==> src/rtl/posicionamento_pkg.sv <==
// Shared types and helpers for the fleet-placement controller: FSM states,
// ship type codes, ship lengths and per-type fleet counts.
package posicionamento_pkg;

  typedef enum logic [3:0] {
    DIRECAO,
    ORIENTACAO,
    DEF_X,
    DEF_Y,
    VERIFICA,
    AGUARDA,
    ARMAZENA,
    PROXIMO,
    PRONTO
  } estado_t;

  localparam logic [2:0] TIPO_SUB   = 3'd1;
  localparam logic [2:0] TIPO_CRUZ  = 3'd2;
  localparam logic [2:0] TIPO_HIDRO = 3'd3;
  localparam logic [2:0] TIPO_ENC   = 3'd4;
  localparam logic [2:0] TIPO_PA    = 3'd5;

  // Galois feedback mask for x^16 + x^14 + x^13 + x^11 + 1 (right shift)
  localparam logic [15:0] TAPS_LFSR = 16'hB400;

  function automatic logic [2:0] comprimento(input logic [2:0] tipo);
    case (tipo)
      TIPO_SUB:   return 3'd1;
      TIPO_CRUZ:  return 3'd2;
      TIPO_HIDRO: return 3'd3;
      TIPO_ENC:   return 3'd4;
      TIPO_PA:    return 3'd5;
      default:    return 3'd1;
    endcase
  endfunction

  function automatic int unsigned quantidade(
    input logic [2:0]  tipo,
    input int unsigned n_sub,
    input int unsigned n_cruz,
    input int unsigned n_hidro,
    input int unsigned n_enc,
    input int unsigned n_pa
  );
    case (tipo)
      TIPO_SUB:   return n_sub;
      TIPO_CRUZ:  return n_cruz;
      TIPO_HIDRO: return n_hidro;
      TIPO_ENC:   return n_enc;
      TIPO_PA:    return n_pa;
      default:    return 0;
    endcase
  endfunction

  // First type above 'tipo' with a non-zero count; 0 when the fleet is done.
  function automatic logic [2:0] proximo_tipo(
    input logic [2:0]  tipo,
    input int unsigned n_sub,
    input int unsigned n_cruz,
    input int unsigned n_hidro,
    input int unsigned n_enc,
    input int unsigned n_pa
  );
    logic [2:0] res;
    res = '0;
    for (int unsigned t = 5; t >= 1; t--) begin
      if (3'(t) > tipo && quantidade(3'(t), n_sub, n_cruz, n_hidro, n_enc, n_pa) != 0)
        res = 3'(t);
    end
    return res;
  endfunction

endpackage

==> src/rtl/gerador_lfsr.sv <==
// 16-bit Galois LFSR used as the random source for automatic placement;
// the synchronous reset reloads the seed.
module gerador_lfsr
  import posicionamento_pkg::*;
#(
  parameter int unsigned OUT_W = 4,
  parameter logic [15:0] SEED  = 16'hACE1
) (
  input  logic             clk,
  input  logic             reset,
  input  logic             enable,
  output logic [OUT_W-1:0] valor
);

  logic [15:0] estado;

  always_ff @(posedge clk) begin
    if (!reset)
      estado <= SEED;
    else if (enable)
      estado <= {1'b0, estado[15:1]} ^ (estado[0] ? TAPS_LFSR : '0);
  end

  always_comb valor = estado[OUT_W-1:0];

endmodule

==> src/rtl/posicionamento_frota.sv <==
// Fleet-placement controller: steps each player through direction, orientation
// and anchor of every ship, runs bounds and external conflict checks, then stores.
module posicionamento_frota
  import posicionamento_pkg::*;
#(
  parameter int unsigned BOARD_SIZE  = 8,
  parameter int unsigned COORD_W     = $clog2(BOARD_SIZE),
  parameter int unsigned NUM_PLAYERS = 2,
  parameter int unsigned PLAYER_W    = (NUM_PLAYERS > 1) ? $clog2(NUM_PLAYERS) : 1,
  parameter int unsigned N_SUB       = 5,
  parameter int unsigned N_CRUZ      = 2,
  parameter int unsigned N_HIDRO     = 2,
  parameter int unsigned N_ENC       = 1,
  parameter int unsigned N_PA        = 1,
  parameter logic [15:0] LFSR_SEED   = 16'hACE1
) (
  input  logic                clk,
  input  logic                reset,
  input  logic                enable,
  input  logic                enter,
  input  logic                select,
  input  logic                mode,
  input  logic                conflito,
  input  logic                chk_done,
  output logic                ready,
  output logic                valida,
  output logic                grava,
  output logic                erro,
  output logic [2:0]          tipo,
  output logic [PLAYER_W-1:0] jogador,
  output logic [COORD_W-1:0]  X1,
  output logic [COORD_W-1:0]  Y1,
  output logic                direcao,
  output logic                orientacao
);

  localparam int unsigned         RAND_W    = (COORD_W > 2) ? COORD_W : 2;
  localparam int unsigned         EXT_W     = COORD_W + 4;
  localparam logic [COORD_W-1:0]  COORD_MAX = COORD_W'(BOARD_SIZE - 1);
  localparam logic [PLAYER_W-1:0] ULTIMO    = PLAYER_W'(NUM_PLAYERS - 1);
  localparam logic [2:0]          PRIMEIRO  =
    proximo_tipo(3'd0, N_SUB, N_CRUZ, N_HIDRO, N_ENC, N_PA);

  estado_t            estado;
  logic               modo;
  logic               enter_r, select_r;
  logic               ev_enter, ev_select;
  logic [RAND_W-1:0]  aleatorio;
  logic [COORD_W-1:0] coord_auto, coord_eixo;
  logic               coord_auto_ok, cabe;
  logic [2:0]         comp, tipo_seg;
  logic [7:0]         contagem [8];
  logic [7:0]         conta_prox;
  logic               tipo_completo;

  gerador_lfsr #(
    .OUT_W (RAND_W),
    .SEED  (LFSR_SEED)
  ) u_lfsr (
    .clk    (clk),
    .reset  (reset),
    .enable (enable),
    .valor  (aleatorio)
  );

  always_comb begin
    ev_enter      = enter_r & ~enter;
    ev_select     = select_r & ~select & ~ev_enter;
    coord_auto    = aleatorio[COORD_W-1:0];
    coord_auto_ok = EXT_W'(coord_auto) < EXT_W'(BOARD_SIZE);
    comp          = comprimento(tipo);
    coord_eixo    = direcao ? Y1 : X1;
    if (orientacao)
      cabe = EXT_W'(coord_eixo) >= EXT_W'(comp) - EXT_W'(1);
    else
      cabe = EXT_W'(coord_eixo) + EXT_W'(comp) - EXT_W'(1) <= EXT_W'(BOARD_SIZE - 1);
    conta_prox    = contagem[tipo] + 8'd1;
    tipo_completo = 32'(conta_prox) >= quantidade(tipo, N_SUB, N_CRUZ, N_HIDRO, N_ENC, N_PA);
    tipo_seg      = proximo_tipo(tipo, N_SUB, N_CRUZ, N_HIDRO, N_ENC, N_PA);
  end

  always_ff @(posedge clk) begin
    if (!reset) begin
      estado     <= DIRECAO;
      modo       <= 1'b0;
      enter_r    <= 1'b1;
      select_r   <= 1'b1;
      ready      <= 1'b0;
      valida     <= 1'b0;
      grava      <= 1'b0;
      erro       <= 1'b0;
      tipo       <= PRIMEIRO;
      jogador    <= '0;
      X1         <= '0;
      Y1         <= '0;
      direcao    <= 1'b0;
      orientacao <= 1'b0;
      for (int unsigned i = 0; i < 8; i++) contagem[i] <= '0;
    end else if (enable) begin
      enter_r  <= enter;
      select_r <= select;
      valida   <= 1'b0;
      grava    <= 1'b0;
      erro     <= 1'b0;
      case (estado)
        DIRECAO: begin
          modo <= mode;
          if (mode) begin
            direcao <= aleatorio[0];
            estado  <= ORIENTACAO;
          end else if (ev_enter) estado <= ORIENTACAO;
          else if (ev_select) direcao <= ~direcao;
        end
        ORIENTACAO: begin
          if (modo) begin
            orientacao <= aleatorio[1];
            estado     <= DEF_X;
          end else if (ev_enter) estado <= DEF_X;
          else if (ev_select) orientacao <= ~orientacao;
        end
        DEF_X: begin
          if (modo) begin
            if (coord_auto_ok) begin
              X1     <= coord_auto;
              estado <= DEF_Y;
            end
          end else if (ev_enter) estado <= DEF_Y;
          else if (ev_select) X1 <= (X1 == COORD_MAX) ? '0 : X1 + COORD_W'(1);
        end
        DEF_Y: begin
          if (modo) begin
            if (coord_auto_ok) begin
              Y1     <= coord_auto;
              estado <= VERIFICA;
            end
          end else if (ev_enter) estado <= VERIFICA;
          else if (ev_select) Y1 <= (Y1 == COORD_MAX) ? '0 : Y1 + COORD_W'(1);
        end
        VERIFICA: begin
          if (cabe) begin
            valida <= 1'b1;
            estado <= AGUARDA;
          end else begin
            erro   <= 1'b1;
            estado <= DEF_X;
          end
        end
        AGUARDA: begin
          // valida is still high on the first AGUARDA cycle: a strobe there is stale
          if (chk_done && !valida) begin
            if (conflito) begin
              erro   <= 1'b1;
              estado <= DEF_X;
            end else estado <= ARMAZENA;
          end
        end
        ARMAZENA: begin
          if (modo || ev_enter) begin
            grava  <= 1'b1;
            estado <= PROXIMO;
          end
        end
        PROXIMO: begin
          X1 <= '0;
          Y1 <= '0;
          if (!tipo_completo) begin
            contagem[tipo] <= conta_prox;
            estado         <= DIRECAO;
          end else if (tipo_seg != '0) begin
            contagem[tipo] <= conta_prox;
            tipo           <= tipo_seg;
            estado         <= DIRECAO;
          end else begin
            for (int unsigned i = 0; i < 8; i++) contagem[i] <= '0;
            tipo <= PRIMEIRO;
            if (jogador == ULTIMO) begin
              ready  <= 1'b1;
              estado <= PRONTO;
            end else begin
              jogador <= jogador + PLAYER_W'(1);
              estado  <= DIRECAO;
            end
          end
        end
        PRONTO:  estado <= PRONTO;
        default: estado <= DIRECAO;
      endcase
    end
  end

endmodule

==> config.mk <==
export PLATFORM = sky130hd
export DESIGN_NAME = posicionamento_frota
export DESIGN_NICKNAME = d
export VERILOG_FILES = /design/src/rtl/posicionamento_pkg.sv /design/src/rtl/gerador_lfsr.sv /design/src/rtl/posicionamento_frota.sv
export SDC_FILE = /design/constraint.sdc
export NUM_CORES = 1
export LEC_CHECK = 0
export BUFFER_PORTS_ARGS = -buffer_cell sky130_fd_sc_hd__buf_2
export CORE_MARGIN = 2
export CORE_UTILIZATION = 38
export DETAILED_ROUTE_END_ITERATION = 12
export REMOVE_ABC_BUFFERS = 1
export SYNTH_ARGS = -nofsm -noshare
export SYNTH_HDL_FRONTEND = slang
export SYNTH_HIERARCHICAL = 1
export SYNTH_SLANG_ARGS = --single-unit
==> constraint.sdc <==
create_clock -name clk -period 5.6 [get_ports clk]
set_clock_uncertainty 0.15 [all_clocks]
set_input_delay 1.4 -clock clk [delete_from_list [all_inputs] [get_ports clk]]
set_output_delay 1.4 -clock clk [all_outputs]
set_load 0.01 [all_outputs]
# After elaboration in Yosys (flattened, before gate mapping)
# Memories as Yosys holds them, arrays and structs flattened. A register that Yosys moved wholly into a read port is not among the register bits.
# Cells that the tools add are included.
# word_totals
register_bits	39
latchBits	0
ram_bits	64
rom_bits	0
input_bits	8
memories	1
# mem_list
name	words	width	rd	rd_clocked_by_memory_dff	write_ports	line	text
contagem	8	8	1	1	8	posicionamento_frota.sv:52	logic [7:0] contagem [8];
# op_classes
n_addsub	7
multipliers	0
div_mod_pow	0
order_cmp	8
n_eq_ne	27
shift	0
muxes	84
bitwise_logic	19
n_reduce_logical	21
# op_table
cell	count
$mux W8	10
$mux W3	20
$mux W4	13
$pmux W4 S9	1
$mux W1	34
$ge A8 B32 Y1	1
$ne A3 B3 Y1 const B	8
$reduce_and A4 Y1	5
$eq A4 B3 Y1 const B	4
$mux W16	1
$xor A15 B16 Y16	1
$eq A3 B3 Y1 const B	4
$pmux W3 S2	2
$pmux W3 S4	1
$or A1 B1 Y1	9
$pmux W3 S3	1
$add A8 B1 Y8 const B	1
$eq A4 B2 Y1 const B	2
$ne A2 B2 Y1 const B	4
$reduce_bool A2 Y1	4
$reduce_or A8 Y1	1
$ge A3 B7 Y1	1
$le A7 B3 Y1 const B	1
$reduce_and A7 Y1	1
other kinds (24)	36

# Longest topological paths before layout
# logic_depth
word_depth	16
ltp_mapped	16

# Modules after synthesis
# Netlist, hierarchy kept.
# modules_own_cells
mod	instances	cells_each	area_per_inst_um2	seq_area_each_um2
posicionamento_frota	1	439	4999.8	2442.3
gerador_lfsr	1	59	654.4	320.3

# Worst setup path after synthesis
# OpenSTA, ideal clock, no wires.
# synth_timing
kind	reg-to-reg
from	reg (tool-made name)
to	mem contagem[2][0] (enable)
setup_ps	404
arrival_time_ps	4338
required_time_ps	5046
setup_slack_ps	708
path_stages_with_launch	15
n_path_buf	4
period_less_slack_ps	4892
path_cell_list	dfxtp_1 buf_6 buf_12 mux4_2 mux2_2 ha_1 clkbuf_1 xor2_1 inv_1 ha_1 a21oi_1 o211ai_1 o21a_1 buf_2 o311ai_0
# synth_rtl
element	line
end: declaration	posicionamento_frota.sv:52

==> results.cfg <==
[drt]
drc_errors = 0
wl_per_cell_um = 17.7
drt_wl_total_mm = 12.4
first_pass_iters = 5
ant_nets = 0
initialDrtViolationCount = 280
via_per_inst = 5.50
vias = 3846

[pwr]
pwr_density_cell_nw_per_um2 = 270
p_leak_nw = 2.24
irDropWorstVdd_v = 0.000127

[sta]
worst_pin_slew_ps = 855
clock.fmax_mhz = 220
rsz0062_at_grt = false
fin_hold_ws_ps = 326
slew-limit-headroom_pct = 42.6
setup_viol = 0
final_max_slew_viol_count = 0
finalHoldViolCount = 0
fin_crit_sh_pct = 81.3
fin_crit_ps = 4550

[floorplanning]
core_area_um2 = 14500
row_count = 44
die_h_um = 126
die_area_um2 = 15900
initial_core_util_pct = 38.9
die_w_um = 126
io_pins = 24

[clock_tree]
cts_resized = 0
cts_sinks = 106
clockBufferDepth = 2
insertion_delay_ps = 350
path_clk_slew_ps = 70
cts_tree = yes
holdBufCountCts = 0
cts_root_buf = clkbuf_16
numCtsBuffers = 9
postCtsSetupBuffers = 0
htreeDepth = 3

[yosys]
synth_area_leader_cell = edfxtp_1
synth_edf_count = 64
ys_seq_area_share_pct = 48.9
syn_area_um2 = 5650
synth-main-ff-cell = edfxtp_1
ys_types = 58
synthArstFlopShare_pct = 0
synth_commonest_cells = edfxtp_1, dfxtp_1, nor3_1
ys_ff_latch = 106
synth_area_per_cell_um2 = 11.4
ys_warn_count = 6
post-synth-top-count-cell = edfxtp_1
synthCells = 498
synth_top_area_share_pct = 34.0
synth_area_leaders = edfxtp_1, dfxtp_1, mux4_2

[critical_path]
crit_path_max_fanout = 31
crit_path_end_kind = register
required_ps = 5520
path_class = reg -> reg
critPathMostFrequentCell = ha_1
worstSetupStartpointType = register
critical-path-max-stage-delay_ps = 880
cp_cell_sequence = mux4_2 > mux2_2 > ha_1 > xor2_1 > inv_1 > ha_1 > a21oi_1 > o211ai_1 > o21a_1 > buf_4 > nor3_1
cp.arrival_ps = 4470
cpMaxStageDelayCell = dfxtp_1

[placement]
place_area_um2 = 5870
numPortBuffers = 23
gp_congestion = 0.865
dp_hpwl_mm = 8.74

[global_route]
grt_max_degree = 53
grt_pass1_vias = 3802
antenna_found_initial = 0
grt_pass1_wl_mm = 20.2
grt_usage_pct = 16.1
overflow = 0

[final_layout]
diodes = 0
fin_nets = 541
seq_area_um2 = 2760
final_layout_size_suffix_gt1_share_pct = 16.9
synthToLayoutAreaGrowth_pct = 9.56
n_fill_cell = 1422
utilization_pct = 42.6
multi_input_area_um2 = 2590
fin_area_um2 = 6190

[hold_path]
hold_path.class = reg -> reg

[run_status]
outcome = finished, final reports clean

[flow_run]
drv_cap = 0
## layout make-up
cell class / count / area share, %
Sequential cell: 106 / 44.6
Multi-Input combinational cell: 336 / 41.9
Tap cell: 184 / 3.72
Clock buffer: 10 / 3.70
Timing Repair Buffer: 34 / 3.19
Clock inverter: 6 / 1.56
Inverter: 23 / 1.39
## sequential cells by signal, indices dropped and copies added (netlist names), 3 cells and up, named ones only
register / count
tipo: 3
estado: 4
contagem: 64
X1: 3
Y1: 3
u_lfsr/estado: 16
## metal layers
metal / global-route usage [%] / share of wire (%)
met5: 0 / 0
met4: 4.40 / 1.5
met3: 2.97 / 4.3
met2: 27.8 / 50
met1: 20.9 / 44
## cells by family (layout without fill, tap and decap cells)
family | count (synthesis) | in the layout | synth area share, %
AND/OR/NAND/NOR | 180 | 180 | 16.7
flip-flops | 106 | 106 | 48.9
AO/OA/AOI/OAI | 67 | 67 | 8.54
buffers and inverters | 56 | 73 | 5.29
multiplexers | 52 | 52 | 13.3
adder cells (fa/ha/maj) | 23 | 23 | 5.22
XOR/XNOR | 14 | 14 | 2.17
## placed cells by master (no fill, tap or decap), types with 11 or more instances in the layout
| cell | instances |
|---|---|
| edfxtp_1 | 64 |
| mux4_2 | 16 |
| buf_4 | 11 |
| nor2_1 | 37 |
| o21ai_0 | 11 |
| nor3_1 | 42 |
| buf_2 | 23 |
| mux2i_1 | 31 |
| a21oi_1 | 13 |
| nand2_1 | 31 |
| nand3_1 | 11 |
| nor2b_1 | 19 |
| inv_1 | 22 |
| dfxtp_1 | 42 |
| ha_1 | 22 |
## critical path: cells and delay by family, from the launching register on
family,cells,cell delay [ps]
XOR/XNOR,1,240
flip-flops,1,880
adder cells (fa/ha/maj),2,590
multiplexers,2,840
AO/OA/AOI/OAI,3,910
AND/OR/NAND/NOR,1,110
buffers and inverters,2,540
## worst paths after layout
check | cells after the start | start | slack, ps | to
setup / recovery | 11 | register | 1050 | contagem[1][4]
hold reg to reg | 2 | enter_r | 330 | enter_r
setup reg to reg | 11 | register | 1050 | contagem[1][4]
hold / removal | 2 | enter_r | 330 | enter_r
## where the power goes
| part | switching (mW) | leakage, nW | internal [mW] |
|---|---|---|---|
| Sequential | 0.0199 | 0.990 | 0.853 |
| Clock | 0.292 | 0.156 | 0.399 |
| Combinational | 0.0618 | 1.10 | 0.0456 |
| Total | 0.374 | 2.24 | 1.30 |
## stage by stage
| step | power [mW] | worst slack, ps | instances | TNS (ps) |
|---|---|---|---|---|
| final | 1.67 | 1050 | 699 | 0 |
| after global routing | 1.73 | 799 | 699 | 0 |
| after CTS | 1.69 | 1060 | 699 | 0 |
| after detailed placement | 0.998 | 1080 | 683 | 0 |
| after global placement | 0.995 | 1260 | 683 | 0 |
| after floorplan | 0.955 | -121 | 465 | -968 |
(Power assumes the default switching activity.)
